===== config.mk =====
export PLATFORM = sky130hd
export DESIGN_NAME = dmem_arbiter
export DESIGN_NICKNAME = d
export VERILOG_FILES = /design/src/rtl/dmem_arb_pkg.sv /design/src/rtl/dmem_arb_perf.sv /design/src/rtl/dmem_arbiter.sv
export SDC_FILE = /design/constraint.sdc
export NUM_CORES = 1
export LEC_CHECK = 0
export CORE_AREA = 2 2 117 119
export DETAILED_ROUTE_END_ITERATION = 16
export DIE_AREA = 0 0 119 121
export PLACE_DENSITY = 0.7
export RECOVER_POWER = 100
export REMOVE_ABC_BUFFERS = 1
export SKIP_LAST_GASP = 1
export SLEW_MARGIN = 15
export SYNTH_ARGS = -nofsm -noshare
export SYNTH_HDL_FRONTEND = slang
export SYNTH_SLANG_ARGS = --single-unit

===== constraint.sdc =====
create_clock -name clk -period 8.08 [get_ports clk]
set_clock_uncertainty 0.1 [all_clocks]
set_input_delay 2.424 -clock clk [delete_from_list [all_inputs] [get_ports clk]]
set_output_delay 2.424 -clock clk [all_outputs]
set_load 0.05 [all_outputs]

===== src/rtl/dmem_arb_pkg.sv =====
// Shared types and widths for the data-memory arbiter.
package dmem_arb_pkg;

    typedef enum logic {
        CORE  = 1'b0,
        DEBUG = 1'b1
    } owner_t;

    typedef enum logic [1:0] {
        RR    = 2'd0,
        LOCK  = 2'd1,
        YIELD = 2'd2
    } arb_state_t;

    localparam int PERF_W = 16;

endpackage


===== src/rtl/dmem_arb_perf.sv =====
// Saturating conflict / core-stall event counters; 1-cycle update latency.
// No backpressure: counts whatever event strobes it is given every cycle.
import dmem_arb_pkg::*;

module dmem_arb_perf (
    input  logic              clk,
    input  logic              reset,
    input  logic              conflict,
    input  logic              core_stall,
    output logic [PERF_W-1:0] perf_conflicts,
    output logic [PERF_W-1:0] perf_core_stall
);

    always_ff @(posedge clk or negedge reset) begin
        if (!reset) begin
            perf_conflicts  <= '0;
            perf_core_stall <= '0;
        end else begin
            if (conflict && (perf_conflicts != {PERF_W{1'b1}}))
                perf_conflicts <= perf_conflicts + 1'b1;
            if (core_stall && (perf_core_stall != {PERF_W{1'b1}}))
                perf_core_stall <= perf_core_stall + 1'b1;
        end
    end

endmodule


===== src/rtl/dmem_arbiter.sv =====
// Core / debug arbiter for the single dmem port: round-robin with bounded debug lock bursts.
// Grant is combinational (0 cycles), read data returns 1 cycle after grant; losers simply wait.
// Optional perf counters when DMEM_ARB_PERF_EN is defined.
import dmem_arb_pkg::*;

module dmem_arbiter #(
    parameter int ADDR_W    = 32,
    parameter int DATA_W    = 32,
    parameter int BURST_MAX = 8
) (
    input  logic              clk,
    input  logic              reset,
    input  logic              c_req,
    input  logic              c_we,
    input  logic [ADDR_W-1:0] c_addr,
    input  logic [DATA_W-1:0] c_wdata,
    output logic              c_gnt,
    output logic              c_rvalid,
    output logic [DATA_W-1:0] c_rdata,
    input  logic              d_req,
    input  logic              d_we,
    input  logic              d_lock,
    input  logic [ADDR_W-1:0] d_addr,
    input  logic [DATA_W-1:0] d_wdata,
    output logic              d_gnt,
    output logic              d_rvalid,
    output logic [DATA_W-1:0] d_rdata,
    output logic              m_we,
    output logic [ADDR_W-1:0] m_addr,
    output logic [DATA_W-1:0] m_wdata,
    input  logic [DATA_W-1:0] m_rdata
`ifdef DMEM_ARB_PERF_EN
    ,
    output logic [PERF_W-1:0] perf_conflicts,
    output logic [PERF_W-1:0] perf_core_stall
`endif
);

    localparam int              CNT_W      = $clog2(BURST_MAX + 1);
    localparam logic [CNT_W-1:0] BURST_LAST = CNT_W'(BURST_MAX);

    arb_state_t       state, state_nx;
    owner_t           last;
    owner_t           rr_pick, win;
    logic [CNT_W-1:0] burst_cnt, cnt_nx;
    logic             any_req;

    assign any_req = c_req | d_req;

    always_comb begin
        rr_pick = (last == DEBUG) ? CORE : DEBUG;
        if (c_req && !d_req)
            rr_pick = CORE;
        else if (d_req && !c_req)
            rr_pick = DEBUG;
    end

    // Lock only overrides RR while debug keeps both req and lock up; otherwise RR rules apply this cycle.
    always_comb begin
        win = rr_pick;
        case (state)
            LOCK:    if (d_req && d_lock) win = DEBUG;
            YIELD:   win = c_req ? CORE : DEBUG;
            default: ;
        endcase
    end

    assign c_gnt = any_req && (win == CORE);
    assign d_gnt = any_req && (win == DEBUG);

    assign m_we    = (c_gnt & c_we) | (d_gnt & d_we);
    assign m_addr  = c_gnt ? c_addr  : (d_gnt ? d_addr  : '0);
    assign m_wdata = c_gnt ? c_wdata : (d_gnt ? d_wdata : '0);

    always_comb begin
        state_nx = state;
        cnt_nx   = burst_cnt;
        case (state)
            RR: begin
                if (d_gnt && d_lock) begin
                    cnt_nx   = CNT_W'(1);
                    state_nx = (BURST_MAX == 1) ? YIELD : LOCK;
                end
            end
            LOCK: begin
                if (d_req && d_lock) begin
                    cnt_nx   = burst_cnt + 1'b1;
                    state_nx = (cnt_nx == BURST_LAST) ? YIELD : LOCK;
                end else begin
                    cnt_nx   = '0;
                    state_nx = RR;
                end
            end
            default: begin
                cnt_nx   = '0;
                state_nx = RR;
            end
        endcase
    end

    always_ff @(posedge clk or negedge reset) begin
        if (!reset) begin
            state     <= RR;
            last      <= DEBUG;
            burst_cnt <= '0;
            c_rvalid  <= 1'b0;
            d_rvalid  <= 1'b0;
            c_rdata   <= '0;
            d_rdata   <= '0;
        end else begin
            state     <= state_nx;
            burst_cnt <= cnt_nx;
            if (c_gnt)
                last <= CORE;
            else if (d_gnt)
                last <= DEBUG;
            c_rvalid <= c_gnt & ~c_we;
            d_rvalid <= d_gnt & ~d_we;
            if (c_gnt && !c_we)
                c_rdata <= m_rdata;
            if (d_gnt && !d_we)
                d_rdata <= m_rdata;
        end
    end

`ifdef DMEM_ARB_PERF_EN
    dmem_arb_perf u_perf (
        .clk             (clk),
        .reset           (reset),
        .conflict        (c_req & d_req),
        .core_stall      (c_req & ~c_gnt),
        .perf_conflicts  (perf_conflicts),
        .perf_core_stall (perf_core_stall)
    );
`endif

endmodule


==> Yosys cells after proc, flatten, opt, wreduce, memory -nomap -nowiden <==
Index checks and enable logic that the tools add are counted.
{ "classes": {"add_sub_neg": 1, "eq_ne": 4, "n_mul": 0, "muxes": 19, "n_reduce_logical": 14, "magnitude_cmp": 0, "shift": 0, "div": 0, "bitwise_logic": 9} }
{ "ops": {"columns": ["cell", "count"], "rows": [
  ["2-to-1 mux 32 bit", 4],
  ["logical AND 1 bit", 8],
  ["2-to-1 mux 4 bit", 2],
  ["one-hot mux 4 bit (2 select lines)", 1],
  ["2-to-1 mux 1 bit", 7],
  ["2-to-1 mux 2 bit", 3],
  ["adder 4 x 1 -> 4 bit (second input constant)", 1],
  ["bitwise AND 1 bit", 4],
  ["equality test 4 bit (second input constant)", 1],
  ["zero test 1 bit", 4],
  ["one-hot mux 2 bit (2 select lines)", 1],
  ["NOT 1 bit", 3],
  ["equality test 2 x 1 -> 1 bit (second input constant)", 1],
  ["equality test 2 bit (second input constant)", 1],
  ["zero test 2 bit", 1],
  ["inequality test 2 bit (second input constant)", 1],
  ["bitwise OR 1 bit", 2],
  ["one-hot mux 1 bit (2 select lines)", 1],
  ["nonzero test 2 bit", 1]
]} }
{ "word_totals": {"rom_bits": 0, "out_inout_bits": 133, "wordCells": 54, "n_memories": 0, "input_bits": 167, "latch_bits": 0, "ff_bits": 73, "mem_bits_rw": 0} }

==> Longest topological paths before layout <==
Gate-level depths: netlist of the first run.
{ "logic_depth": {"ltp_word": 10, "mapped_depth": 9, "ltp_nobuf": 7} }

==> Worst setup path after synthesis of the first run <==
OpenSTA, ideal clock, no wires.
{ "synth_timing": {"kind": "input to output", "start": "input port c_req", "end": "output port m_wdata[23]", "n_path_buf": 1, "path_stages": 5, "t_arrival_ns": 4.483, "required_ns": 5.556, "setup_slack_ns": 1.073, "path_cell_list": "nand2b_1 a222oi_1 o22a_1 buf_1 a22o_1"} }
{ "synth_between": {"elab_chain_len": 9, "elab_cells_between_ends": 14, "classes_between": "mux: 7; bitwise: 2; reduce/logical: 5"} }
{ "synth_lines": {"columns": ["item", "line_no", "text"], "rows": [
  ["from (decl)", "dmem_arbiter.sv:13", "input logic c_req,"],
  ["zero test 1 bit", "dmem_arbiter.sv:54", "else if (d_req && !c_req)"],
  ["logical AND 1 bit", "dmem_arbiter.sv:54", null],
  ["2-to-1 mux 1 bit", "dmem_arbiter.sv:54", null],
  ["2-to-1 mux 1 bit", "dmem_arbiter.sv:52", "if (c_req && !d_req)"],
  ["2-to-1 mux 1 bit", "dmem_arbiter.sv:62", "LOCK: if (d_req && d_lock) win = DEBUG;"],
  ["one-hot mux 1 bit (2 select lines)", "dmem_arbiter.sv:61", "case (state)"],
  ["logical AND 1 bit (*)", "dmem_arbiter.sv:69", "assign d_gnt = any_req && (win == DEBUG);"],
  ["via d_gnt", "dmem_arbiter.sv:25", "output logic d_gnt,"],
  ["2-to-1 mux 32 bit (*) (2 in a row)", "dmem_arbiter.sv:73", "assign m_wdata = c_gnt ? c_wdata : (d_gnt ? d_wdata : '0);"],
  ["to (decl)", "dmem_arbiter.sv:30", "output logic [DATA_W-1:0] m_wdata,"]
]} }
Mark *: on every way through the listed nets, which the timed path passes. The rest lies on a longest branch.

==> Worst setup path after layout of the first run <==
{ "layout_timing": {"start": "input port d_req", "end": "output port m_addr[22]"} }
{ "layout_between": {"elab_chain_len": 8, "elab_cells_between_ends": 14, "classes_between": "mux: 6; bitwise: 2; reduce/logical: 6"} }
{ "layout_lines": {"columns": ["item", "line_no", "text"], "rows": [
  ["from (decl)", "dmem_arbiter.sv:20", "input logic d_req,"],
  ["logical AND 1 bit / zero test 1 bit (equally long branches)", "dmem_arbiter.sv:54, dmem_arbiter.sv:52", null],
  ["2-to-1 mux 1 bit / logical AND 1 bit (equally long branches)", "dmem_arbiter.sv:54, dmem_arbiter.sv:52", null],
  ["2-to-1 mux 1 bit", "dmem_arbiter.sv:52", null],
  ["2-to-1 mux 1 bit", "dmem_arbiter.sv:62", null],
  ["one-hot mux 1 bit (2 select lines)", "dmem_arbiter.sv:61", null],
  ["logical AND 1 bit / NOT 1 bit (equally long branches)", "dmem_arbiter.sv:69, dmem_arbiter.sv:68", null],
  ["2-to-1 mux 32 bit / logical AND 1 bit (equally long branches)", "dmem_arbiter.sv:72, dmem_arbiter.sv:68", null],
  ["2-to-1 mux 32 bit (*)", "dmem_arbiter.sv:72", "assign m_addr = c_gnt ? c_addr : (d_gnt ? d_addr : '0);"],
  ["to (decl)", "dmem_arbiter.sv:29", "output logic [ADDR_W-1:0] m_addr,"]
]} }
Mark *: on every way between the ends. The rest lies on a longest branch, timed or not.

==> results.md, run 1 <==
* CTS Buffer Depth at 2
* Tightest Pin Transition at 3.83 ns
* Synth cell types at 32
* CP Data Arrival Time at 5.19 ns
* Min-Delay Path Depth at 1
* Worst hold margin at 0.382 ns
* Cts repair resizes at 0
* Failing checks: capacitance limit, slew limit
* Vias/cell at 4.82
* TritonCTS Buffers at 9
* Worst slew margin relative to its limit at -1.56
* Delay-heaviest family, CP: buffers and inverters
* Global-route wire length before repair at 22100 microns
* CP Capture Type: primary output
* Post-synth top area cell: dfrtp_1
* Highest cell delay on the worst timing path at 0.68 ns
* Gp weighted congestion at 0.807
* Post-Synth XOR/XNOR Area at 0.00247
* Pre-antenna DRT Iters at 4
* Site Rows at 42
* Setup CP Type: input port to primary output
* Peak VDD IR at 159 uV
* Initial antenna violation count at 4
* Routed via count at 3604
* Layout cells sized above 1 at 0.179
* Area of the multi-input gates at 0.00159 sq mm
* Clock Sink Count at 73
* Most common cell on crit path: clkbuf_1
* Sequential fraction of the synthesis area at 0.516
* RSZ-0062 raised after global routing: false
* Top-count cell post-synth: dfrtp_1
* Cell Count, Final, Fillers Out at 747
* FFs w/ async S/R, synth at 1.00
* Adder-Cell Fraction of Synth Area at 0.0141
* Nets at 736
* R2R depth at 9
* Leakage power at 2.95 nW
* Root Driver: clkbuf_16
* Placed Instance Area at 0.00707 sq mm
* Critical Path Fanout Max at 47
* Die area at 0.0144 sq mm
* Total track usage at 0.207
* Slowest CP cell: dlygate4sd3_1
* CP Launch Type: input port
* HPWL after DPL at 12400 microns
* Core Area at 0.0131 sq mm
* Placed instance count at 730
* DRC Markers at 0
* Clock transition at path regs at 0.06 ns
* Multiplexer share of the synthesized area at 0.203
* Syn Inst Count at 271
* PortBufs at 299
* Layout Utilization at 0.535
* Syn avg cell area at 13.1 sq um
* Initial core utilization at 0.271
* Endpoints failing setup at 0
* Stages on the worst setup path at 8
* Worst path cell trace: dlygate4sd3_1 -> nor2b_1 -> a222oi_1 -> clkbuf_1 -> o22a_2 -> buf_12 -> a22o_1 -> clkbuf_1
* Top cells by area, synth: dfrtp_1, a22o_1, mux2_2, mux2_1, ha_1
* Max Slew Vio Count at 142
* Register area at 0.00183 sq mm
* H-tree depth at 3
* Vias in the first global route at 3628
* HP Class: register to register
* Synth Register Bits at 73
* Setup TNS at 0 ns
* Top cells by count, synth: dfrtp_1, a22o_1, mux2_2
* Status: finished with violations
* Post-synth top flop: dfrtp_1
* Setup Buffers After CTS at 0
* DR iter-0 viols at 148
* DRT Wirelength at 15200 microns
* Post-layout min period at 7.71 ns
* Simple-gate share of the synthesized area at 0.0371
* Crit path buf inv count at 4
* I/O pin count at 300
* Achievable frequency at 130 MHz
* Post-Syn Area at 0.00354 sq mm
* GRT Residual Overflow at 0
* Largest family of logic cells by synthesized area: multiplexers
* Compound-gate portion of the synthesized area at 0.192
* Worst skew pair latency at 0.33 ns
* # Max-Cap Violations at 3
* Post-route ant nets at 0
* Filler cells at 1116
* CTS tree: done
* Fin area at 0.00700 sq mm
* Number of flops mapped to enable cells by yosys at 0
* Largest net degree at the start of global routing at 74
* Share of the synthesized area in the top cell type at 0.508
* Total power divided by cell area at 459 mW/mm^2
* Worst EP required at 5.56 ns
* Synth warn at 0
* # hold bufs at CTS at 0
* Die Wd at 119 microns
* Syn-to-layout area delta at 97.6%
* DR WL/cell at 20.4 microns
* Ratio of final minimum period to clock period at 0.955
* Fin. Hold Viols at 0
* Die H at 121 microns
-- metal layers --
layer | GRT usage | routed length [microns]
met2 | 0.354 | 7720
met1 | 0.225 | 5380
met4 | 0.0841 | 477
met5 | 0 | 38
met3 | 0.0898 | 1630
-- path summary, 6_finish.rpt --
| check | start | endpoint | slack (ns) |
|---|---|---|---|
| worst max-delay path | d_req | m_addr[22] | 0.37 |
| worst min-delay path | d_rdata[6]$_DFFE_PN0P_ | d_rdata[6]$_DFFE_PN0P_ | 0.38 |
| worst max register to register | state[1]$_DFFE_PN0P_ | d_rdata[21]$_DFFE_PN0P_ | 4.02 |
| worst min register to register | d_rdata[6]$_DFFE_PN0P_ | d_rdata[6]$_DFFE_PN0P_ | 0.38 |
| max in group asynchronous | reset | d_rdata[15]$_DFFE_PN0P_ | 2.31 |
| min in group asynchronous | reset | c_rdata[29]$_DFFE_PN0P_ | 3.43 |
-- layout by cell type, fill, tap and decap left out, types with 2 or more instances in the layout --
cell type / count
dlygate4sd3_1: 67
buf_12: 21
clkbuf_8: 4
clkbuf_16: 9
mux2_2: 35
inv_1: 4
buf_4: 24
nor2b_1: 2
a21oi_1: 2
clkbuf_1: 26
nor2_1: 3
ha_1: 4
nor3_1: 2
o21ai_0: 5
dfrtp_1: 72
nand2_1: 5
a22o_1: 65
mux2_1: 29
a211o_1: 2
o41ai_1: 2
nand2b_1: 4
clkdlybuf4s50_1: 164
-- report_power, final --
part | leakage, nW | internal, mW | switching [mW]
Clock | 0.158 | 0.273 | 0.146
Sequential | 0.870 | 0.541 | 0.0834
Combinational | 1.92 | 0.723 | 1.45
Total | 2.95 | 1.54 | 1.68
-- worst reg2reg max path: cells and delay by family (launching register included) --
family,cells,cell delay [ns]
buffers and inverters,3,0.59
and+or+nand+nor,2,1.05
DFF,1,0.39
AOI/OAI and AO/OA,2,0.78
muxes,1,0.71
adders and majority gates,1,0.31
-- flip-flops by register name, summed over array words and instances (netlist names) --
register / cells
burst_cnt: 4
c_rdata: 32
c_rvalid: 1
d_rdata: 32
d_rvalid: 1
last: 1
state: 2
-- stage by stage --
step / worst slack (ns) / power (mW)
finish: 0.367 / 3.22
global route: 0.250 / 3.34
CTS: 0.657 / 3.48
detailed placement: 0.655 / 3.05
global placement: 0.704 / 3.01
floorplan: -2.39 / 2.04
-- area by class of cell --
type / instances / area share
Clock inverter: 3 / 0.00661
Tap cell: 176 / 0.0314
Timing Repair Buffer: 304 / 0.431
Sequential cell: 73 / 0.261
Antenna cell: 1 / 0.000357
Multi-Input combinational cell: 173 / 0.227
Clock buffer: 13 / 0.0400
Inverter: 4 / 0.00214
-- kinds of logic after synthesis --
group | after synthesis
buf+inv | 25
mux | 64
xor+xnor | 1
compound gates | 81
fa+ha+maj | 4
simple gates | 23
flops | 73
Power figures use the tool's default switching activity.
==> run 2, diff against run 1 <==
--- a/config.mk
+++ b/config.mk
@@ -6,13 +6,15 @@
 export NUM_CORES = 1
 export LEC_CHECK = 0
 export CORE_AREA = 2 2 117 119
+export CTS_CLUSTER_DIAMETER = 60
 export DETAILED_ROUTE_END_ITERATION = 16
 export DIE_AREA = 0 0 119 121
+export MAX_ROUTING_LAYER = met4
 export PLACE_DENSITY = 0.7
 export RECOVER_POWER = 100
 export REMOVE_ABC_BUFFERS = 1
 export SKIP_LAST_GASP = 1
-export SLEW_MARGIN = 15
+export SLEW_MARGIN = 20
 export SYNTH_ARGS = -nofsm -noshare
 export SYNTH_HDL_FRONTEND = slang
 export SYNTH_SLANG_ARGS = --single-unit
==> run 2 against run 1 <==
- cell count grew 0.40%
- non-clock buffer count is the same
- the run still ends with capacitance limit, slew limit left
- largest cell class unchanged
- design area grew 0.39%
- hold slack is essentially flat
- highest routed layer is now met4
==> results.md, run 2 (synthesis gave the netlist of run 1 again) <==
* Status: finished with violations
* Failing checks: capacitance limit, slew limit
* Slowest CP cell: dlygate4sd3_1
* Initial antenna violation count at 4
* DR WL/cell at 20.3 microns
* Peak VDD IR at 159 uV
* CP Launch Type: input port
* Site Rows at 42
* H-tree depth at 3
* Ratio of final minimum period to clock period at 0.953
* HPWL after DPL at 12400 microns
* HP Class: register to register
* CTS tree: done
* Dpl ws at 0.655 ns
* TritonCTS Buffers at 9
* Layout cells sized above 1 at 0.182
* Max Slew Vio Count at 142
* Filler cells at 1112
* Layout Utilization at 0.537
* Nets at 736
* Worst path cell trace: dlygate4sd3_1 -> nor2b_1 -> a222oi_1 -> clkbuf_1 -> o22a_2 -> buf_12 -> a22o_1 -> clkbuf_1
* DRC Markers at 0
* RSZ-0062 raised after global routing: false
* CP Data Arrival Time at 5.17 ns
* Final worst-path setup slack at 0.383 ns
* # Max-Cap Violations at 3
* Worst EP required at 5.56 ns
* Global-route wire length before repair at 22100 microns
* Initial core utilization at 0.271
* Tightest Pin Transition at 3.84 ns
* Syn-to-layout area delta at 98.4%
* Die H at 121 microns
* Vias in the first global route at 3641
* Total power divided by cell area at 459 mW/mm^2
* I/O pin count at 300
* Commonest non-fill, non-tap cell in the layout: clkdlybuf4s50_1
* Delay-heaviest family, CP: buffers and inverters
* Total track usage at 0.212
* Post-layout min period at 7.70 ns
* DRT Wirelength at 15300 microns
* Root Driver: clkbuf_16
* Biggest regs: c_rdata x32, d_rdata x32, burst_cnt x4
* Leakage power at 2.96 nW
* Die Wd at 119 microns
* PortBufs at 299
* Worst slew margin relative to its limit at -1.56
* Setup Buffers After CTS at 0
* DR top layer: met4
* Endpoints failing setup at 0
* Gp weighted congestion at 0.815
* Fin area at 0.00703 sq mm
* CTS Buffer Depth at 2
* DR WL met3 at 1660 microns
* CP Capture Type: primary output
* Highest cell delay on the worst timing path at 0.68 ns
* DR iter-0 viols at 155
* Cts repair resizes at 0
* Clock Sink Count at 73
* Clock transition at path regs at 0.06 ns
* Placed Instance Area at 0.00707 sq mm
* Most common cell on crit path: clkbuf_1
* Routed via count at 3576
* Most frequent cells in the layout: clkdlybuf4s50_1, dfrtp_1, dlygate4sd3_1, a22o_1, mux2_2
* Fin. Hold Viols at 0
* Achievable frequency at 130 MHz
* Critical Path Fanout Max at 47
* Worst skew pair latency at 0.33 ns
* Met2 wire len at 7730 microns
* Pre-antenna DRT Iters at 4
* GRT Residual Overflow at 0
* Met1 WL at 5400 microns
* Crit path buf inv count at 4
* Worst hold margin at 0.382 ns
* Vias/cell at 4.77
* Die area at 0.0144 sq mm
* # hold bufs at CTS at 0
* Post-route ant nets at 0
* Setup CP Type: input port to primary output
* Core Area at 0.0131 sq mm
* Largest net degree at the start of global routing at 74
==> run 2: final cells by class <==
cell class	instances	area, sq um	share of cell area
clock buffers	13	280	0.0399
diodes	4	10.0	0.00142
flip-flops and latches	73	1830	0.260
well taps	176	220	0.0313
multi-input cells	173	1590	0.226
inverters	4	15.0	0.00214
repair buffers	304	3040	0.432
clock inverters	3	46.3	0.00658
==> run 2: report_power, final <==
group	total [mW]	switching (mW)	internal [mW]
Combinational	2.18	1.45	0.730
Sequential	0.625	0.0836	0.541
Clock	0.419	0.146	0.273
==> run 2: per-layer routing <==
| layer | up-vias | GRT usage |
|---|---|---|
| met3 | 22 | 0.0902 |
| li1 | 1643 | - |
| met1 | 1709 | 0.224 |
| met4 | 0 | 0.0841 |
| met5 | - | - |
| met2 | 202 | 0.354 |
==> run 2: stage by stage <==
stage | instances | TNS, ns | total power [mW]
after floorplan | 250 | -157.08 | 2.04
after global placement | 730 | 0 | 3.01
after detailed placement | 730 | 0 | 3.05
after CTS | 746 | 0 | 3.48
after global routing | 750 | 0 | 3.35
final | 750 | 0 | 3.22
==> run 2: final timing paths <==
| check | from | to | slack, ns | depth (start not counted) |
|---|---|---|---|---|
| min in group asynchronous | reset | c_rdata[29]$_DFFE_PN0P_ | 3.44 | 2 |
| hold reg to reg | d_rdata[6]$_DFFE_PN0P_ | d_rdata[6]$_DFFE_PN0P_ | 0.38 | 1 |
| setup / recovery | d_req | m_wdata[15] | 0.38 | 8 |
| setup reg to reg | state[1]$_DFFE_PN0P_ | d_rdata[21]$_DFFE_PN0P_ | 4.02 | 9 |
| max in group asynchronous | reset | d_rdata[15]$_DFFE_PN0P_ | 2.30 | 2 |
| hold / removal | d_rdata[6]$_DFFE_PN0P_ | d_rdata[6]$_DFFE_PN0P_ | 0.38 | 1 |
==> run 2: worst reg2reg max path: stages (launching register included) <==
cell      delay [ns]
dfrtp_1         0.38
inv_1           0.08
ha_1            0.31
nor2b_1         0.16
a222oi_1        0.31
clkbuf_1        0.20
o22a_2          0.47
buf_12          0.31
nand2b_1        0.91
mux2_1          0.71
==> run 3, diff against run 2 <==
--- a/config.mk
+++ b/config.mk
@@ -5,6 +5,7 @@
 export SDC_FILE = /design/constraint.sdc
 export NUM_CORES = 1
 export LEC_CHECK = 0
+export ABC_CLOCK_PERIOD_IN_PS = 8080
 export CORE_AREA = 2 2 117 119
 export CTS_CLUSTER_DIAMETER = 60
 export DETAILED_ROUTE_END_ITERATION = 16
==> results of run 3 <==
Same layout as run 2: the final DEF is identical, and so are final timing and power.
